File: src/rtl/key_evt_pkg.sv
// Shared types and width helpers for the key event arbiter.
package key_evt_pkg;

    typedef enum logic [1:0] {
        IDLE  = 2'd0,
        VALID = 2'd1,
        GAP   = 2'd2
    } evt_state_t;

    // Width of the idle-gap counter when GAP_CYCLES is left at its default of 0.
    localparam int GAP_CNT_W_DEFAULT = 1;

    function automatic int key_idx_width(input int keys);
        return (keys <= 2) ? 1 : $clog2(keys);
    endfunction

    // Gap counter width: $clog2(gap+1), never below one bit.
    function automatic int gap_cnt_width(input int gap);
        int w;
        w = $clog2(gap + 1);
        return (w < 1) ? 1 : w;
    endfunction

endpackage

File: src/rtl/key_event_arbiter_rr_arbiter.sv
// Combinational round-robin select: first requester after the last grant, with wraparound.
module rr_arbiter
    import key_evt_pkg::*;
#(
    parameter int N = 4,
    parameter int W = key_idx_width(N)
) (
    input  logic [N-1:0] req,
    input  logic [W-1:0] last,
    output logic [W-1:0] grant,
    output logic         any_req
);

    logic         found;
    logic [W-1:0] sel;

    always_comb begin
        grant = '0;
        found = 1'b0;
        sel   = '0;
        // Offsets 1..N visit every index once; offset N is the last grant itself.
        for (int i = 1; i <= N; i++) begin
            sel = W'((int'(last) + i) % N);
            if (!found && req[sel]) begin
                grant = sel;
                found = 1'b1;
            end
        end
    end

    assign any_req = |req;

endmodule

File: src/rtl/key_event_arbiter.sv
// Queues one pending press per key and hands them to a single consumer, round-robin, with an optional idle gap.
module key_event_arbiter
    import key_evt_pkg::*;
#(
    parameter int KEYS_CNT   = 4,
    parameter int GAP_CYCLES = 0
) (
    input  logic                                clk_i,
    input  logic                                rst_i,
    input  logic [KEYS_CNT-1:0]                 key_stb_i,
    output logic                                evt_valid_o,
    output logic [key_idx_width(KEYS_CNT)-1:0]  evt_key_o,
    input  logic                                evt_ready_i,
    output logic [KEYS_CNT-1:0]                 overrun_o,
    input  logic                                clr_overrun_i
);

    localparam int KEY_W = key_idx_width(KEYS_CNT);
    localparam int GAP_W = gap_cnt_width(GAP_CYCLES);
    localparam logic [GAP_W-1:0] GAP_LOAD = GAP_W'(GAP_CYCLES);

    // Handshake: an event transfers in any cycle where evt_valid_o and evt_ready_i are
    // both high; once raised, evt_valid_o and evt_key_o hold until that transfer.
    evt_state_t           state;
    logic [KEYS_CNT-1:0]  pending;
    logic [KEY_W-1:0]     last_q;
    logic [GAP_W-1:0]     gap_cnt;
    logic [KEY_W-1:0]     grant;
    logic                 any_req;
    logic                 accept;
    logic [KEYS_CNT-1:0]  accept_mask;
    logic [KEYS_CNT-1:0]  new_ovr;

    rr_arbiter #(
        .N (KEYS_CNT),
        .W (KEY_W)
    ) u_rr (
        .req     (pending),
        .last    (last_q),
        .grant   (grant),
        .any_req (any_req)
    );

    assign accept      = evt_valid_o & evt_ready_i;
    assign accept_mask = accept ? (KEYS_CNT'(1) << evt_key_o) : '0;
    // A strobe on a key whose event is being taken this cycle re-arms it instead of overrunning.
    assign new_ovr     = key_stb_i & pending & ~accept_mask;

    always_ff @(posedge clk_i or posedge rst_i) begin
        if (rst_i) begin
            pending   <= '0;
            overrun_o <= '0;
        end else begin
            pending   <= (pending & ~accept_mask) | key_stb_i;
            overrun_o <= (clr_overrun_i ? '0 : overrun_o) | new_ovr;
        end
    end

    always_ff @(posedge clk_i or posedge rst_i) begin
        if (rst_i) begin
            state       <= IDLE;
            evt_valid_o <= 1'b0;
            evt_key_o   <= '0;
            last_q      <= KEY_W'(KEYS_CNT - 1);
            gap_cnt     <= '0;
        end else begin
            case (state)
                IDLE: begin
                    if (any_req) begin
                        evt_key_o   <= grant;
                        evt_valid_o <= 1'b1;
                        state       <= VALID;
                    end
                end
                VALID: begin
                    if (evt_ready_i) begin
                        evt_valid_o <= 1'b0;
                        last_q      <= evt_key_o;
                        if (GAP_CYCLES == 0) begin
                            state <= IDLE;
                        end else begin
                            gap_cnt <= GAP_LOAD;
                            state   <= GAP;
                        end
                    end
                end
                GAP: begin
                    if (gap_cnt <= GAP_W'(1)) begin
                        gap_cnt <= '0;
                        state   <= IDLE;
                    end else begin
                        gap_cnt <= gap_cnt - 1'b1;
                    end
                end
                default: begin
                    state <= IDLE;
                end
            endcase
        end
    end

endmodule

File: config.mk
export PLATFORM = sky130hd
export DESIGN_NAME = key_event_arbiter
export DESIGN_NICKNAME = d
export VERILOG_FILES = /design/src/rtl/key_evt_pkg.sv /design/src/rtl/key_event_arbiter_rr_arbiter.sv /design/src/rtl/key_event_arbiter.sv
export SDC_FILE = /design/constraint.sdc
export NUM_CORES = 1
export LEC_CHECK = 0
export CELL_PAD_IN_SITES_DETAIL_PLACEMENT = 1
export CELL_PAD_IN_SITES_GLOBAL_PLACEMENT = 1
export CORE_MARGIN = 10
export CORE_UTILIZATION = 35
export CTS_BUF_LIST = sky130_fd_sc_hd__clkbuf_16
export DETAILED_ROUTE_END_ITERATION = 10
export MAX_ROUTING_LAYER = met4
export PLACE_DENSITY_LB_ADDON = 0.1
export SYNTH_ARGS = -nofsm -noshare
export SYNTH_HDL_FRONTEND = slang
export SYNTH_SLANG_ARGS = --single-unit
File: constraint.sdc
create_clock -name clk_i -period 1.7 [get_ports clk_i]
set_input_delay 0.255 -clock clk_i [delete_from_list [all_inputs] [get_ports clk_i]]
set_output_delay 0.255 -clock clk_i [all_outputs]
set_load 0.01 [all_outputs]
Word-level counts from Yosys, hierarchy flattened
Index checks and enable logic that the tools add are counted.
Operators by class
  eq/ne operators: 5
  bitwise logic cells: 7
  muxes and demuxes: 25
  reduce and logical (&&, ||, !) cells: 13
  magnitude comparators: 5
  add/sub/neg operators: 5
  shift-type cells: 1
Operators by type and width (number)
  2-bit 2-to-1 mux: 7
  4-bit bitwise AND: 3
  2-bit by 3-bit < comparator with 1-bit output, second input constant: 4
  1-bit 2-to-1 mux: 10
  1-bit binary-select mux with 2-bit select: 4
  4-bit 2-to-1 mux: 2
  4-bit bitwise OR: 2
  2-bit != test, second input constant: 3
  2-bit case mux with 3 select lines: 1
  3-bit AND reduction: 2
  2-bit by 1-bit adder with 2-bit output, second input constant: 2
  2-bit adder, second input constant: 2
  4-bit NOT: 1
  2-bit AND reduction: 2
  4-bit OR reduction: 1
  1-bit by 2-bit << shifter with 4-bit output, first input constant: 1
  1-bit logical AND: 3
  1-bit logical NOT: 3
  2-bit by 1-bit == test with 1-bit output, second input constant: 1
  2-bit == test, second input constant: 1
  2-bit logical NOT: 1
  1-bit case mux with 2 select lines: 1
  2-bit nonzero test: 1
  1-bit bitwise AND: 1
  other kinds (2): 2
Storage, ports and cells
  output and inout bits: 7
  logic and storage cells: 68
  register bits after elaboration: 16
  bits of input ports: 8

Logic depth before layout (Yosys ltp)
  depth after elaboration: 13
  gate-level depth with buffers: 4
  gate-level depth less buffers: 3

Cells and area by module
From an unflattened synthesis, not the netlist that was laid out.
Second synthesis, totals
  cell total of the unflattened synthesis: 51
  area, all modules: 599.3 um2
By module, submodules not included
  key_event_arbiter: sequential area each 327.8 um2, cells an instance 37, area an instance 518.0 um2, instances 1
  rr_arbiter: sequential area each 0.0 um2, cells an instance 14, area an instance 81.3 um2, instances 1

Least setup slack after synthesis
OpenSTA, ideal clock, no wires.
  path type: flip-flop to flip-flop
  start point: register pending[0]
  end point: register evt_key_o[1]
  stages on the path, launching flop included: 4
  required time: 1618 ps
  data arrival time: 1239 ps
  path slack: 379 ps
  cell sequence: dfrtp_1 or4_4 and2_4 a31oi_1
On the way
  longest elaborated chain between the ends: 12
  elaborated cells between the ends (all ways): 23
Ends and longest elaborated chain
  start: declaration: RTL line key_event_arbiter.sv:25  | logic [KEYS_CNT-1:0] pending;
  start signal: assignment: RTL line key_event_arbiter.sv:54  | pending <= (pending & ~accept_mask) | key_stb_i;
  1-bit binary-select mux with 2-bit select: RTL line key_event_arbiter_rr_arbiter.sv:24  | if (!found && req[sel]) begin
  1-bit 2-to-1 mux (implied by the code): RTL line key_event_arbiter_rr_arbiter.sv:24
  1-bit 2-to-1 mux: RTL line key_event_arbiter_rr_arbiter.sv:24
  1-bit logical NOT: RTL line key_event_arbiter_rr_arbiter.sv:24
  1-bit logical AND: RTL line key_event_arbiter_rr_arbiter.sv:24
  1-bit 2-to-1 mux: RTL line key_event_arbiter_rr_arbiter.sv:24
  1-bit logical NOT: RTL line key_event_arbiter_rr_arbiter.sv:24
  1-bit logical AND: RTL line key_event_arbiter_rr_arbiter.sv:24
  1-bit 2-to-1 mux: RTL line key_event_arbiter_rr_arbiter.sv:24
  1-bit logical NOT: RTL line key_event_arbiter_rr_arbiter.sv:24
  1-bit logical AND: RTL line key_event_arbiter_rr_arbiter.sv:24
  2-bit 2-to-1 mux: RTL line key_event_arbiter_rr_arbiter.sv:24
  end signal: assignment: RTL line key_event_arbiter.sv:70  | evt_key_o <= grant;
  end: declaration: RTL line key_event_arbiter.sv:12  | output logic [key_idx_width(KEYS_CNT)-1:0] evt_key_o,
Parallel ways exist; a longest one is shown, timed or not. The select of a mux whose other input is x is not followed.
A chain may end at the register's enable or synchronous reset.

Worst setup path after layout
  start point: register evt_key_o[1]
  end point: output evt_key_o[1]
No word-level cell between the ends.

==> metrics.log <==
[metrics] RSZ-0062 raised after global routing: no
[metrics] mean routed wirelength per cell: around 15 um
[metrics] count of buffers added by post-CTS timing repair for setup: 0
[metrics] number of maximum-capacitance violations: 0
[metrics] master cell of the clock root buffer: clkbuf_16
[metrics] Hold Vio Cnt, Final: 0
[metrics] fin util: 0.527
[metrics] post-synth top area share: 0.431
[metrics] met2 routing resource usage after global routing: 0.154
[metrics] biggest area contributors in the synthesized netlist: dfrtp_1, dfstp_2, inv_1, nand2_1, o22ai_1
[metrics] Setup crit end kind: output port
[metrics] leading cell types in the layout, fill and taps excluded: clkdlybuf4s50_1, dfrtp_1, inv_1
[metrics] clock-pin slew reported for the worst setup and hold paths after clock tree synthesis: 0.04 ns
[metrics] main combinational cell family by area after synthesis: compound AO/OA/AOI/OAI gates
[metrics] Clk Latency, worst-skew pair: ~0.24 ns
[metrics] Iteration-0 DRC Markers: 7
[metrics] GRT Resource Usage Total: 0.0921
[metrics] Post-Route Setup TNS: 0 ns
[metrics] area share of and/or/nand/nor cells after synthesis: 0.190
[metrics] Max Clock Skew: ~0.0011 ns
[metrics] arrival time worst endpoint: ~1.3 ns
[metrics] first-pass GRT wire length: between 2000 and 3000 um
[metrics] maximum clock rate: 650 MHz
[metrics] clock network fraction of design power: 0.340
[metrics] total iterations of the first detailed-routing run: 3
[metrics] chip width: ~63 um
[metrics] M1 GR Usage: 0.0955
[metrics] power density normalized to cell area: approximately 1400 nW/um2
[metrics] area of the die: between 3000 and 4000 um2
[metrics] final slew viol count: 0
[metrics] Adder-Cell Fraction of Synth Area: 0
[metrics] global-route layer with the greatest usage: met2
[metrics] Register-to-Register Setup Slack: about 0.34 ns
[metrics] area of the multi-input gates: approximately 270 um2
[metrics] TritonCTS clock tree: built
[metrics] non-filler cells in the finished layout: 110
[metrics] input/output buffers: 14
[metrics] Period Utilization, post-route: 0.905
[metrics] routing usage on met3: 0.0269
[metrics] mux cell area share after synthesis: 0.0333
[metrics] synthesized instance count: between 60 and 70
[metrics] final worst path period need: ~1.5 ns
[metrics] leakage power total: 0.000399 uW
[metrics] max incr delay on CP: 0.58 ns
[metrics] buffer and inverter count on the worst path: 1
[metrics] number of register bits inferred by synthesis: 13
[metrics] share of layout cells above drive strength 1: 0.165
[metrics] share of the yosys chip area belonging to registers: 0.514
[metrics] critical path's slowest cell: clkdlybuf4s50_1
[metrics] Cell Area, Synth: 638 um2
[metrics] distinct cell type count after synthesis: 30
[metrics] DR vias: 539
[metrics] fill count: roughly 200
[metrics] synthesized-area fraction occupied by xor and xnor cells: 0
[metrics] routed via count divided by cell count: a little under 5
[metrics] Worst Max-Slew Pin Slew: ~0.52 ns
[metrics] antenna violations before repair: 0
[metrics] end of the critical path: evt_key_o[1]
[metrics] proportion of power drawn by combinational gates: 0.275
[metrics] required time reported for the critical path endpoint: between 1 and 1.5 ns
[metrics] Clock Tree Buf Depth: 2
[metrics] maximum number of pins on one net before global-route repair: 14
[metrics] final weighted congestion in routability-driven placement: roughly 0.81
[metrics] Max H-tree Level: 1
[metrics] number of warnings issued by yosys: 0
[metrics] critical path start-end classification: reg -> out
[metrics] I/O pin cnt: 15
[metrics] top fanout value on the critical path: 7
[metrics] total number of clock tree sinks: 13
[metrics] average instance area after synthesis: roughly 10 um2
[metrics] DRC violations left: 0
[metrics] cell type with the highest aggregate area in the netlist: dfrtp_1
[metrics] post-synthesis to final-layout area growth: 42.5%
[metrics] effective utilization at floorplan: 0.370
[metrics] outcome: finished clean
[metrics] category of the worst setup path launch point: register
[metrics] Post-DRT Antenna Nets: 0
[metrics] Final Routed Wirelength: between 1500 and 2000 um
[metrics] cells traversed along the worst timing path: clkdlybuf4s50_1
[metrics] r2r startpoint: pending[0]
[metrics] die height: 62.7 um
[metrics] total global routing overflow: 0
[metrics] Post-Route Hold Slack: approximately 0.35 ns
[metrics] storage element area: approximately 330 um2
[metrics] vias in the first global route: between 600 and 700
[metrics] # resized after CTS: 0
[metrics] Slew Limit Headroom: 0.654
[metrics] number of buffers inserted during clock tree synthesis: 3
[metrics] nets in the synthesized netlist: 73
[metrics] Final #Nets: 94
[metrics] switching power: 373 uW
[metrics] count of standard-cell rows: 15
[metrics] number of inserted diodes: 0
[metrics] path depth of the worst reg2reg path: 3
[metrics] post-detail-place hpwl: around 1200 um
[metrics] cts hold-fix bufs: 0
[metrics] most frequent standard cell in the layout excluding fill and tap cells: clkdlybuf4s50_1
[metrics] family with the most delay on the worst path: buffers and inverters
[metrics] type of the worst min-delay path: in -> async
[metrics] final setup violation count: 0
[metrics] placeable core area: 1730 um2
[metrics] compound-cell area share of the yosys netlist: 0.196
[metrics] count of placed standard cells including taps: 106
[metrics] Max rail drop VDD: between 0.0007 and 0.0008 V
[metrics] Switching Fraction: 0.292
[metrics] proportion of power drawn by flip-flops and latches: 0.386
[metrics] critical path startpoint: evt_key_o[1]
[metrics] endpoint of the worst register-to-register path: evt_key_o[1]
[metrics] total internal power: between 900 and 1000 uW
[metrics] CP Depth: 1
-- power by group through the flow --
stage	Sequential [uW]	Combinational (uW)	Clock (uW)
detailed placement	496	354	0
CTS	492	359	448
global route	509	387	460
floorplan	478	189	0
finish	492	350	433
global placement	495	347	0
-- synthesized netlist by cell type --
cell type / n
a21o_1: 2
mux2i_1: 1
o21a_1: 1
o21bai_1: 1
nand2_1: 7
nand4_1: 1
and4bb_2: 1
buf_2: 1
a31oi_1: 2
or3b_2: 1
nand2b_1: 1
a21oi_1: 2
nor2b_1: 1
mux2_1: 1
o21ai_1: 3
o22ai_1: 3
inv_1: 9
o211ai_1: 1
dfstp_2: 2
dfrtp_1: 11
or4_4: 1
and3b_2: 1
a21boi_0: 1
o31ai_1: 2
and2_4: 1
a2bb2oi_1: 1
nor2_1: 2
nor3b_1: 1
clkbuf_1: 1
nand3_1: 2
-- metrics by stage --
| step | worst slack [ns] | cell area (um2) | power (uW) |
|---|---|---|---|
| after floorplan | 0.379 | 638 | 667 |
| final | 0.161 | 910 | 1280 |
| after detailed placement | 0.209 | 831 | 850 |
| after global routing | 0.110 | 910 | 1360 |
| after global placement | 0.254 | 831 | 842 |
| after CTS | 0.145 | 910 | 1300 |
-- layout make-up --
cell class                      count  area share
Sequential cell                    13       0.360
Tap cell                           25      0.0344
Inverter                            9      0.0371
Timing Repair Buffer               18       0.187
Clock buffer                        3      0.0825
Clock inverter                      1     0.00413
Multi-Input combinational cell     41       0.294
-- cell families (layout without fill, tap and decap cells) --
| group | after synthesis | in the layout |
|---|---|---|
| AO/OA/AOI/OAI | 19 | 19 |
| buffers and inverters | 11 | 31 |
| flip-flops | 13 | 13 |
| multiplexers | 2 | 2 |
| AND/OR/NAND/NOR | 20 | 20 |
-- registers in the layout, summed over array words and instances (netlist names) --
signal       count
last_q           2
pending          4
overrun_o        4
evt_key_o        2
evt_valid_o      1
-- worst min path at each step --
stage / slack, ns / cells after the start / start / end
finish: 0.35 / 2 / rst_i / overrun_o[3]
global route: 0.39 / 2 / rst_i / overrun_o[3]
CTS: 0.37 / 2 / rst_i / pending[1]
detailed placement: 0.51 / 2 / last_q[0] / last_q[0]
global placement: 0.51 / 2 / overrun_o[3] / overrun_o[3]
floorplan: 0.13 / 1 / rst_i / evt_key_o[0]
-- per-layer routing --
layer  share of wire  vias to the layer above  wire length [um]
li1                -                      266                 -
met5               0                        -                 0
met3           0.029                        2                49
met1            0.44                      264               742
met4          0.0083                        0                14
met2            0.52                        7               873
(Power assumes the default switching activity.)
==> patch, RTL diff (same flow settings) <==
`pending` no longer has a reset.
--- a/src/rtl/key_event_arbiter.sv
+++ b/src/rtl/key_event_arbiter.sv
@@ -48,12 +48,14 @@
 
     always_ff @(posedge clk_i or posedge rst_i) begin
         if (rst_i) begin
-            pending   <= '0;
             overrun_o <= '0;
         end else begin
-            pending   <= (pending & ~accept_mask) | key_stb_i;
             overrun_o <= (clr_overrun_i ? '0 : overrun_o) | new_ovr;
         end
+    end
+
+    always_ff @(posedge clk_i) begin
+        pending <= (pending & ~accept_mask) | key_stb_i;
     end
 
     always_ff @(posedge clk_i or posedge rst_i) begin
Check against the original RTL: not equivalent (a bounded check fails within 4 cycles, from zero or initial values and one cycle with rst_i high).
==> patch against the original RTL <==
Clock skew barely moved. Area after synthesis shrank 8.8%. Critical endpoint unchanged. Wire length down 8.9%. Critical path depth stayed put. Setup slack better by 0.060 ns. Count of clock-buffer cells in the layout did not move. Sequential cell count stayed put. Power shrank 9.2%. Via count fell by 5.6%. Utilization up 0.24 points. Design area decreased by 10%. Combinational power fell by 25%.
==> patch: results (changes against the original RTL) <==
placement:
  gp_congestion: 0.741  # -8.3%
  io_buffer_count: 14  # unchanged
  dp_hpwl_um: 1170  # -5.2%
  dp_slack_ns: 0.0974  # -0.111 ns
  postPlaceCellArea_um2: 737  # -11%
sta:
  slew_headroom_pct: 75.4  # +10 points
  final.setup_skew_ns: 0.00157  # +0.000437 ns
global_routing:
  grt_pass1_vias: 579  # -6.0%
  grt_max_degree: 10  # -4
  grt_pass1_wl_um: 2710  # -5.5%
  grt_use_total_pct: 9.93  # +0.72 points
  grt_use_met1_pct: 12.0  # +2.5 points
  grt_use_met3_pct: 3.13  # +0.44 points
  grt_use_met2_pct: 15.0  # -0.39 points
  antenna_found_initial: 0  # unchanged
drt:
  wl_met1_um: 753  # +1.5%
  drtPass1Iterations: 3  # unchanged
  met3_length_um: 73  # +49%
  drt_iter0_markers: 6  # -1
  viasPerCell: 5.47  # +12%
  routed.top_layer: "met4"
  wl_per_cell_um: 16.5  # +7.8%
  met2_length_um: 695  # -20%
cts:
  clock_latency_ns: 0.24  # about the same
  ctsHtreeMaxLevel: 1  # unchanged
  post_cts_buffers: 0  # unchanged
  cts_root_buf: "clkbuf_16"
  path_clk_slew_ns: 0.04  # about the same
  cts_resized: 0  # unchanged
  numCtsBuffers: 3  # unchanged
  clockBufferDepth: 2  # unchanged
pwr:
  p_leak_uw: 0.000352  # -12%
  worst_ir_drop_vdd_mv: 0.655  # -9.0%
synth:
  synth_nets: 68  # -6.8%
  yosys_warnings: 0  # unchanged
  synth_compound_area_share_pct: 24.3  # +4.7 points
  synth-edff-count: 0  # unchanged
  ys_top_cells_by_area: "dfrtp_1, dfxtp_1, dfstp_2"
  synth_common_cells: "dfrtp_1, inv_1, nand2_1, dfxtp_1, nor2_1"
  synth_mux_area_share_pct: 3.44  # +0.11 points
  synthArstFlopShare_pct: 69.2  # -31 points
  synth_fa_ha_area_share_pct: 0  # unchanged
  ys_seq_area_share_pct: 52.9  # +1.5 points
  ys_types: 28  # -6.7%
  synth-main-ff-cell: "dfrtp_1"
setup_path:
  cp_top_family: "buffers and inverters"
  arrival_ns: 1.22  # -0.06 ns
  crit_path_max_incr_delay_ns: 0.57
  cp_slowest_cell: "clkdlybuf4s50_1"
  crit_fanout: 5  # -2
worst_hold_path:
  hold_class: "primary input to asynchronous set/reset pin"
cells_and_area:
  reg.largest.list: "overrun_o (4), pending (4)"
  nets: 86  # -8.5%
  layout-drive-gt1-share_pct: 9.09  # -7.4 points
  diodes: 0  # unchanged
status:
  status: "finished, final reports clean"
[patch: changes by cell type after synthesis, moves of 2 or more]
| cell | before | now |
|---|---|---|
| dfrtp_1 | 11 | 7 |
| dfxtp_1 | 0 | 4 |
| inv_1 | 9 | 7 |
| nor2_1 | 2 | 4 |
| o21ai_0 | 0 | 3 |
| o21ai_1 | 3 | 0 |
| o22ai_1 | 3 | 0 |
| o2bb2ai_1 | 0 | 3 |
[patch: path summary, 6_finish.rpt]
check | end | cells past startpoint | slack, ns | from
min in group clk_i | overrun_o[3]$_DFF_PP0_ | 1 | 0.49 | overrun_o[3]$_DFF_PP0_
min reg2reg | overrun_o[3]$_DFF_PP0_ | 1 | 0.49 | overrun_o[3]$_DFF_PP0_
max in group asynchronous | last_q[0]$_DFFE_PP1P_ | 2 | 1.10 | rst_i
min | overrun_o[3]$_DFF_PP0_ | 2 | 0.29 | rst_i
max reg2reg | evt_key_o[0]$_DFFE_PP0P_ | 4 | 0.41 | last_q[1]$_DFFE_PP1P_
max | evt_key_o[1] | 1 | 0.22 | evt_key_o[1]$_DFFE_PP0P_
[patch: area by class of cell]
type | instances | area, um2
clock buffer | 3 | 75.1
clock inverter | 1 | 3.75
fill | 172 | 726
inverter | 7 | 26.3
multi-input combinational | 39 | 243
sequential | 13 | 308
tap | 16 | 20.0
timing repair buffer | 14 | 140
[patch: where the power goes]
group	leakage [uW]	total, uW	internal (uW)	switching (uW)
clock	0.0000423	428	309	119
sequential	0.000131	469	382	86.5
combinational	0.000178	262	150	112
total	0.000352	1160	842	317
[patch: metrics by stage]
stage          instances  util, %  power, uW
2_1_floorplan         60        -        599
3_3_place_gp          89     47.8        734
3_5_place_dp          89     47.8        739
4_1_cts               93     52.9       1180
5_1_grt               93     52.9       1230
6_report              93     52.9       1160
